==> src/rtl/divclk_sched_if.sv <==
// -----------------------------------------------------------------------------
// divclk_sched_if
//   Divide-value handshake between a producer (CPU register, test bench, ...)
//   and the divclk_sched clock-divider scheduler.
//
//   Signals
//     div_valid  producer -> scheduler  new divide value offered
//     div_data   producer -> scheduler  offered divide value (W bits)
//     div_ready  scheduler -> producer  scheduler can accept div_data
//
//   A transfer happens on any clock edge where div_valid & div_ready are both 1.
//   W must match the scheduler's derived width $clog2(MAXDIV+1).
// -----------------------------------------------------------------------------
interface divclk_sched_if #(
    parameter int W = 26
) ();
    logic         div_valid;
    logic [W-1:0] div_data;
    logic         div_ready;

    modport master (
        output div_valid,
        output div_data,
        input  div_ready
    );

    modport slave (
        input  div_valid,
        input  div_data,
        output div_ready
    );
endinterface : divclk_sched_if

==> src/rtl/divclk_sched.sv <==
// -----------------------------------------------------------------------------
// divclk_sched
//   Run-time scheduler for a clock-divider counter. Counts 0..N-1 with
//   N = active_div and emits a one-cycle clock-enable tick on each wrap.
//   New divide values arrive over a valid/ready handshake and only take effect
//   at a period boundary (or when the counter is stopped), so downstream timers
//   never see a truncated period.
//
//   Parameters
//     MAXDIV  largest legal divide value
//     DEFDIV  divide value loaded at reset (1..MAXDIV)
//     W       width of divide/count values, $clog2(MAXDIV+1) (derived)
//
//   Ports
//     clk         in   system clock
//     rst         in   synchronous reset, active-high
//     run         in   level: 1 = count, 0 = stop and return to IDLE
//     oneshot     in   level: 1 = stop after the next tick
//     div         slave modport of divclk_sched_if (div_valid/div_data/div_ready)
//     tick        out  one-cycle pulse per period (registered)
//     busy        out  state != IDLE (decoded)
//     active_div  out  divide value currently in force (registered)
//     err         out  sticky: last accepted value was illegal (registered)
//     clkdiv      out  ~50% duty divided clock, only with DIVCLK_SCHED_CLKOUT_EN
//
//   Build option
//     DIVCLK_SCHED_CLKOUT_EN  adds the registered clkdiv output.
// -----------------------------------------------------------------------------
module divclk_sched #(
    parameter int   MAXDIV = 50_000_000,
    parameter int   DEFDIV = 10,
    localparam int  W      = $clog2(MAXDIV + 1)
) (
    input  logic          clk,
    input  logic          rst,
    input  logic          run,
    input  logic          oneshot,
    divclk_sched_if.slave div,
    output logic          tick,
    output logic          busy,
    output logic [W-1:0]  active_div,
    output logic          err
`ifdef DIVCLK_SCHED_CLKOUT_EN
    ,
    output logic          clkdiv
`endif
);

    // Elaboration-time sanity check on the reset divide value.
    if (DEFDIV < 1 || DEFDIV > MAXDIV) begin : g_bad_defdiv
        $error("divclk_sched: DEFDIV must be in 1..MAXDIV");
    end

    typedef enum logic [1:0] {
        IDLE = 2'd0,   // stopped, cnt held at 0
        RUN  = 2'd1,   // counting, nothing pending
        PEND = 2'd2    // counting, one new divide value waiting for the wrap
    } state_t;

    state_t         state;
    logic [W-1:0]   cnt;
    logic [W-1:0]   pend;

    logic           accept;
    logic           legal;
    logic           wrap;

    // Handshake and status outputs decoded straight from the state register.
    assign div.div_ready = (state != PEND);
    assign busy          = (state != IDLE);

    assign accept = div.div_valid & div.div_ready;
    assign legal  = (div.div_data != '0) && (div.div_data <= W'(MAXDIV));
    // active_div is never 0, so N-1 cannot underflow.
    assign wrap   = (cnt == active_div - W'(1));

    // NOTE: all state below is updated with non-blocking assignments so every
    // branch sees the pre-edge values of cnt/state/active_div; blocking
    // assignments here would let later branches observe half-updated state.
    always_ff @(posedge clk) begin
        if (rst) begin
            state      <= IDLE;
            cnt        <= '0;
            tick       <= 1'b0;
            err        <= 1'b0;
            active_div <= W'(DEFDIV);
            // NOTE: pend is reset only so the discarded value never leaks out;
            // it is always overwritten before use, so this is not functionally
            // required and could be dropped if reset fan-out matters.
            pend       <= '0;
        end else begin
            case (state)
                IDLE: begin
                    cnt  <= '0;
                    tick <= 1'b0;
                    // While stopped, a new value goes straight into force.
                    if (accept) begin
                        if (legal) begin
                            active_div <= div.div_data;
                            err        <= 1'b0;
                        end else begin
                            err        <= 1'b1;
                        end
                    end
                    if (run) begin
                        state <= RUN;
                    end
                end

                RUN, PEND: begin
                    if (!run) begin
                        // Stop: no period is in flight any more, so a pending
                        // value and a same-edge offer both apply immediately.
                        state <= IDLE;
                        cnt   <= '0;
                        tick  <= 1'b0;
                        if (state == PEND) begin
                            active_div <= pend;
                        end
                        // accept implies RUN here (div_ready is 0 in PEND).
                        if (accept) begin
                            if (legal) begin
                                active_div <= div.div_data;
                                err        <= 1'b0;
                            end else begin
                                err        <= 1'b1;
                            end
                        end
                    end else if (wrap) begin
                        // Period boundary: tick, restart, swap in pending value.
                        cnt  <= '0;
                        tick <= 1'b1;
                        if (state == PEND) begin
                            active_div <= pend;
                        end
                        if (oneshot) begin
                            // Ending in IDLE, so a same-edge offer applies
                            // directly, exactly as it would on a stop.
                            state <= IDLE;
                            if (accept) begin
                                if (legal) begin
                                    active_div <= div.div_data;
                                    err        <= 1'b0;
                                end else begin
                                    err        <= 1'b1;
                                end
                            end
                        end else if (accept && legal) begin
                            // Offer on the wrap edge waits for the next wrap.
                            pend  <= div.div_data;
                            err   <= 1'b0;
                            state <= PEND;
                        end else begin
                            if (accept) begin
                                err <= 1'b1;
                            end
                            state <= RUN;
                        end
                    end else begin
                        cnt  <= cnt + W'(1);
                        tick <= 1'b0;
                        if (accept) begin
                            if (legal) begin
                                pend  <= div.div_data;
                                err   <= 1'b0;
                                state <= PEND;
                            end else begin
                                err   <= 1'b1;
                            end
                        end
                    end
                end

                default: begin
                    state <= IDLE;
                    cnt   <= '0;
                    tick  <= 1'b0;
                end
            endcase
        end
    end

`ifdef DIVCLK_SCHED_CLKOUT_EN
    // Divided clock: low for the first N/2 counts of a period, high for the
    // rest. Uses the pre-edge cnt, so it lags the count by one cycle.
    always_ff @(posedge clk) begin
        if (rst) begin
            clkdiv <= 1'b0;
        end else if (busy && run) begin
            clkdiv <= (cnt >= (active_div >> 1));
        end else begin
            clkdiv <= 1'b0;
        end
    end
`endif

endmodule : divclk_sched

==> src/flat_wrapper.sv <==
// flat-port wrapper written by rule: the top's interface ports become plain ports
module divclk_sched_flat 
#(
    parameter int   MAXDIV = 50_000_000,
    parameter int   DEFDIV = 10,
    localparam int  W      = $clog2(MAXDIV + 1)
)
  (clk, rst, run, oneshot, tick, busy, active_div, err, div_div_valid, div_div_data, div_div_ready);
  divclk_sched_if #(.W(($clog2(MAXDIV + 1)))) div_i ();
  input  logic clk;
  input  logic rst;
  input  logic run;
  input  logic oneshot;
  output logic tick;
  output logic busy;
  output logic [W-1:0] active_div;
  output logic err;
  input wire logic [$bits(div_i.div_valid)-1:0] div_div_valid;
  input wire logic [$bits(div_i.div_data)-1:0] div_div_data;
  output wire logic [$bits(div_i.div_ready)-1:0] div_div_ready;
  assign div_i.div_valid = div_div_valid;
  assign div_i.div_data = div_div_data;
  assign div_div_ready = div_i.div_ready;
  divclk_sched #(.MAXDIV(MAXDIV), .DEFDIV(DEFDIV)) u_core (.clk(clk), .rst(rst), .run(run), .oneshot(oneshot), .div(div_i), .tick(tick), .busy(busy), .active_div(active_div), .err(err));
endmodule
==> config.mk <==
export PLATFORM = sky130hd
export DESIGN_NAME = divclk_sched_flat
export DESIGN_NICKNAME = d
export VERILOG_FILES = /design/src/rtl/divclk_sched_if.sv /design/src/rtl/divclk_sched.sv /design/src/flat_wrapper.sv
export SDC_FILE = /design/constraint.sdc
export NUM_CORES = 1
export LEC_CHECK = 0
export CAP_MARGIN = 20
export CORE_MARGIN = 10
export CORE_UTILIZATION = 53
export CTS_BUF_LIST = sky130_fd_sc_hd__clkbuf_4 sky130_fd_sc_hd__clkbuf_8
export DETAILED_ROUTE_END_ITERATION = 8
export HOLD_SLACK_MARGIN = 0.12
export PLACE_DENSITY = 0.79
export SYNTH_ARGS = -nofsm -noshare
export SYNTH_HDL_FRONTEND = slang
export SYNTH_SLANG_ARGS = --single-unit
==> constraint.sdc <==
create_clock -name clk -period 2.9 [get_ports clk]
set_input_delay 0.29 -clock clk [delete_from_list [all_inputs] [get_ports clk]]
set_output_delay 0.29 -clock clk [all_outputs]
set_load 0.05 [all_outputs]
### Yosys cells after proc, flatten, opt, wreduce, memory -nomap -nowiden

Index checks and enable logic that the tools add are counted.

* RAM bits: 0
* input bits: 31
* bits in latches: 0
* register bits: 82
* memories kept: 0
* word-level logic and storage cells: 69
* memory bits (read-only): 0

* bitwise logic cells: 3
* order comparisons: 1
* add/subtract/negate cells: 2
* div/mod/pow operators: 0
* equality and inequality tests: 13
* reductions and logical operators: 15
* mux-type cells: 29
* multipliers: 0
* shift operators: 0

Operators by type and width (count)
* 26-bit two-way mux: 11
* 26-bit case mux with 2 select lines: 1
* 26-bit by 1-bit adder with 26-bit output (second input constant): 1
* 26-bit equality test: 1
* 26-bit <= comparator (second input constant): 1
* 26-bit nonzero test: 1
* 26-bit by 1-bit subtractor with 26-bit output (second input constant): 1
* 2-bit two-way mux: 7
* 1-bit two-way mux: 8
* 2-bit inequality test (second input constant): 4
* 4-bit by 2-bit inequality test with 1-bit output (second input constant): 2
* 2-bit nonzero test: 4
* 6-bit by 5-bit inequality test with 1-bit output (second input constant): 1
* 6-bit AND reduction: 1
* 2-bit by 1-bit inequality test with 1-bit output (second input constant): 2
* 2-bit case mux with 2 select lines: 1
* 4-bit AND reduction: 1
* 4-bit OR reduction: 1
* 3-bit by 2-bit inequality test with 1-bit output (second input constant): 1
* 3-bit AND reduction: 1
* 3-bit OR reduction: 1
* 2-bit by 1-bit equality test with 1-bit output (second input constant): 1
* 2-bit equality test (second input constant): 1
* 1-bit logical AND: 2
* other kinds (6): 7

### Logic depth before layout (Yosys ltp)

* depth after elaboration: 8
* gate-level depth with buffers: 13

### Worst setup path before layout

No wires, ideal clock.

* path type: reg-to-reg
* start: register u_core.state[0]
* end: register u_core.active_div[0]
* slack: -237 ps
* path buffers: 3
* stages on the path, launching flop included: 14
* required time: 2772 ps
* arrival: 3008 ps
* cells stage by stage: dfxtp_1 > inv_1 > ha_1 > clkbuf_1 > inv_1 > nand2_1 > a41o_1 > a21oi_1 > a21bo_2 > buf_2 > clkbuf_1 > mux2_2 > nand4_1 > o31ai_1

RTL lines
* start: declaration: line divclk_sched.sv:60 `state_t state;`
* start signal: assignment: line divclk_sched.sv:82 `state <= IDLE;`
* start signal: assignment: line divclk_sched.sv:106 `state <= RUN;`
* start signal: assignment: line divclk_sched.sv:114 `state <= IDLE;`
* 2-bit inequality test *: line divclk_sched.sv:69 `assign div.div_ready = (state != PEND);`
* net div_div_ready: line flat_wrapper.sv:20 `output wire logic [$bits(div_i.div_ready)-1:0] div_div_ready;`
* 1-bit bitwise AND *: line divclk_sched.sv:72 `assign accept = div.div_valid & div.div_ready;`
* 26-bit two-way mux: line divclk_sched.sv:121, divclk_sched.sv:140
* 26-bit two-way mux: line divclk_sched.sv:136 `if (oneshot) begin`
* 26-bit two-way mux: line divclk_sched.sv:129 `end else if (wrap) begin`
* 26-bit two-way mux: line divclk_sched.sv:111 `if (!run) begin`
* 26-bit case mux with 2 select lines: line divclk_sched.sv:92 `case (state)`
* end signal: assignment: line divclk_sched.sv:99 `active_div <= div.div_data;`
* end signal: assignment: line divclk_sched.sv:134 `active_div <= pend;`
* end signal: assignment: line divclk_sched.sv:142 `active_div <= div.div_data;`
* end: declaration: line divclk_sched.sv:41 `output logic [W-1:0] active_div,`

The timed path passes the listed nets; every way through them passes the cells marked *. The select of a mux whose other input is x is not followed.
A chain may end at the register's enable or synchronous reset.

### Worst setup path after layout

* start: register u_core.active_div[14]
* end: register u_core.active_div[11]

* cells in the longest elaborated chain, start to end: 4

Ends and longest elaborated chain
* start signal: assignment: line divclk_sched.sv:86 `active_div <= W'(DEFDIV);`
* start signal: assignment: line divclk_sched.sv:99
* start signal: assignment: line divclk_sched.sv:118 `active_div <= pend;`
* 26-bit by 1-bit subtractor with 26-bit output: line divclk_sched.sv:75 `assign wrap = (cnt == active_div - W'(1));`
* 26-bit equality test: line divclk_sched.sv:75
* 3-bit by 2-bit inequality test with 1-bit output (no source line)
* 4-bit AND reduction (no source line)

Every way passes these cells.

==> results.sh <==
export IMPL_setup_viol=47
export IMPL_cp_top_family="simple AND/OR/NAND/NOR gates"
export IMPL_hold_depth=2
export IMPL_cp_data_arrival_time_ns=3.24
export IMPL_clock_skew_ns=0.0117
export IMPL_synth_seq_cells=82
export IMPL_dr_pass1_iters=6
export IMPL_worst_slack_ns=-0.0991
export IMPL_grt_antenna_before_repair=0
export IMPL_worstReg2RegStart="u_core.active_div[14]"
export IMPL_irDropWorstVdd_uv=300
export IMPL_ys_types=64
export IMPL_drive_above_1_share_pct=26.4
export IMPL_ctsHoldBuffers=0
export IMPL_powerDensity_nw_per_um2=483
export IMPL_r2r_slack_ns=-0.1
export IMPL_cts_buffers=9
export IMPL_min_period_ns=3.00
export IMPL_startpoint_type="flip-flop"
export IMPL_cellLeakagePower_nw=2.50
export IMPL_endpoint_kind="flip-flop"
export IMPL_worst_path_buf_inv=2
export IMPL_grt_pass1_vias=5023
export IMPL_die_h_um=118
export IMPL_syn_instance_count=608
export IMPL_r2r_end="u_core.active_div[11]"
export IMPL_synthArstFlopShare_pct=0
export IMPL_r2r_worst_path_cells=10
export IMPL_startpoint="u_core.active_div[14]"
export IMPL_clk_pin_slew_ns=0.09
export IMPL_power_total_mw=3.26
export IMPL_drt_iter0_markers=341
export IMPL_cts_buffer_depth=2
export IMPL_io_pins=61
export IMPL_synth_edf_count=0
export IMPL_coreArea_um2=9280
export IMPL_wl_per_cell_um=18.8
export IMPL_vias=5049
export IMPL_run_status="finished with violations"
export IMPL_ys_flop_type="dfxtp_1"
export IMPL_min_to="u_core.pend[11]"
export IMPL_min_from="u_core.pend[11]"
export IMPL_track_usage_pct=21.5
export IMPL_cts_tree="built"
export IMPL_initial_core_util_pct=54.9
export IMPL_tightest_slew_ns=0.882
export IMPL_core_rowCount=35
export IMPL_cts_sink_count=82
export IMPL_violations="setup timing"
export IMPL_nets=743
export IMPL_timing_fmax_ghz=0.333
export IMPL_syn_nets=644
export IMPL_pre_cts_slack_ns=-0.110
export IMPL_crit_slowest_cell="or4_4"
export IMPL_hpwl_mm=11.2
export IMPL_grt_pass1_wl_mm=25.2
export IMPL_die_area_um2=13900
export IMPL_port_buffers=60
export IMPL_syn_area_um2=5090
export IMPL_vias_per_cell=6.00
export IMPL_seq_area_frac_synth_pct=32.2
export IMPL_path_cells="or4_4 -> or3_4 -> nor3_2 -> nand4b_1 -> a2111oi_4 -> buf_4 -> a31oi_4 -> buf_6 -> o21ai_1 -> a21oi_2"
export IMPL_clkLatencyLatePin_ns=0.37
export IMPL_areaGrowthSynthToFinish_pct=32.4
export IMPL_hp_class="reg -> reg"
export IMPL_cts_root_buffer="clkbuf_8"
export IMPL_drc=0
export IMPL_wirelength_mm=15.8
export IMPL_worstPathMaxFanout=10
export IMPL_crit_type="reg -> reg"
export IMPL_gp_congestion=0.918
export IMPL_synth_warnings=0
export IMPL_maxSlewViolCount=0
export IMPL_worst_slew_margin_rel_pct=41.1
export IMPL_grt_setup_unrepaired="yes"
export IMPL_worst_path_largest_cell_delay_ns=0.54
export IMPL_grt_ovfl_total=0
export IMPL_syn_avg_cell_area_um2=8.38
export IMPL_max_cap_violations=0
export IMPL_finalHoldViolCount=0
export IMPL_period_share_pct=103
export IMPL_cts_max_level=3
export IMPL_ant_nets=0
export IMPL_grt_max_degree=54
export IMPL_worstPathRequired_ns=3.14
export IMPL_diodes=0
export IMPL_die_width_um=118
logic make-up after synthesis:
group           synth area share [%]
simple gates                    24.0
compound gates                  11.7
flops                           32.2
mux                             16.7
xor+xnor                        9.80
buf+inv                         4.32
fa+ha+maj                       1.23
how the worst max path moves through the flow:
stage                                       end  cells after the start
after floorplan                 u_core.pend[10]                     12
after global placement    u_core.active_div[11]                     11
after detailed placement        u_core.pend[20]                     10
after CTS                 u_core.active_div[11]                     10
after global routing       u_core.active_div[3]                     11
final                     u_core.active_div[11]                     10
power by group:
part | leakage (nW) | internal, mW | switching, mW
Sequential | 0.670 | 1.18 | 0.0733
Clock | 0.0872 | 0.342 | 0.441
Combinational | 1.74 | 0.543 | 0.674
cell usage after synthesis (all sizes together) (2+ instances only):
library cell   n  area share [%]
o211ai         3            0.44
a31oi          3            0.37
nor2b          3            0.37
buf           11             1.4
a2111oi        2            0.84
nand4b         4            0.69
xor2          29             5.0
ha             5             1.2
dfxtp         82              32
nor3          12             1.2
nor3b          4            0.59
o31ai          2            0.29
nor4          12             1.9
a211oi         3            0.44
or4            7             1.2
mux2          47              10
nand2         67             4.9
nand3         39             3.8
and4           3            0.52
clkbuf        28             2.1
nand4          6            0.74
inv           11            0.81
nor2          56             4.1
o2bb2ai        2            0.34
or2            2            0.25
nand2b         4            0.49
and3           7            0.88
o21a           3            0.44
or3b           2            0.34
o21ai         27             2.7
and2           7            0.86
a21oi         30             2.9
mux2i         32             6.3
xnor2         28             4.8
or3            6            0.84
flip-flops by register name, indices dropped and copies added, names as in the netlist:
signal / cells
u_core.cnt: 26
u_core.tick: 1
u_core.err: 1
u_core.pend: 26
u_core.state: 2
u_core.active_div: 26
per-stage QoR:
stage / utilization (%) / cell area [um2] / cells / hold WS [ns] / TNS [ns]
floorplan: - / 5190 / 608 / 0.431 / 0
detailed placement: 67.6 / 6270 / 814 / 0.448 / -3.26
global route: 72.6 / 6740 / 841 / 0.487 / -6.81
CTS: 70.8 / 6570 / 837 / 0.462 / -0.112
global placement: 67.6 / 6270 / 814 / 0.439 / -0.557
finish: 72.6 / 6740 / 841 / 0.462 / -1.21
placed cells by master, fill, tap and decap left out, types with 7 or more instances in the layout:
cell type,count
o21ai_2,10
inv_1,8
a21oi_1,24
nand2_1,67
and2_1,7
dfxtp_1,71
o21ai_1,13
buf_4,51
mux2_2,47
nand3_1,39
xnor2_1,27
nor4_1,8
xor2_1,29
buf_12,7
mux2i_1,31
nor3_1,10
nor2_1,54
clkdlybuf4s50_1,60
clkbuf_8,9
metal layers:
layer | vias up | track usage, % | part of all wire [%]
li1 | 2349 | - | -
met1 | 2448 | 26.0 | 43
met2 | 209 | 36.5 | 48
met3 | 43 | 3.98 | 6.3
met4 | 0 | 9.04 | 2.6
met5 | - | 0 | 0
final cells by class:
class,count,area [um2]
multi-input combinational,476,3420
fill,720,2540
sequential,82,1670
timing repair buffer,127,1270
tap,129,161
clock buffer,12,146
inverter,11,41.3
clock inverter,4,28.8
worst register-to-register path: stages (launching register included):
cell and delay (ns):
dfxtp_2 0.33, or4_4 0.54, or3_4 0.45, nor3_2 0.18, nand4b_1 0.18, a2111oi_4 0.43, buf_4 0.20, a31oi_4 0.13
buf_6 0.18, o21ai_1 0.16, a21oi_2 0.09
repair_timing:
| item | CTS | global route |
|---|---|---|
| endpoints found under the setup margin | 74 | 80 |
| gates cloned | 1 | 2 |
| pin swaps | 8 | 5 |
| resized for setup | 12 | 23 |
| setup buffers | 7 | 2 |
No activity file was read; power rests on OpenSTA's default activity.
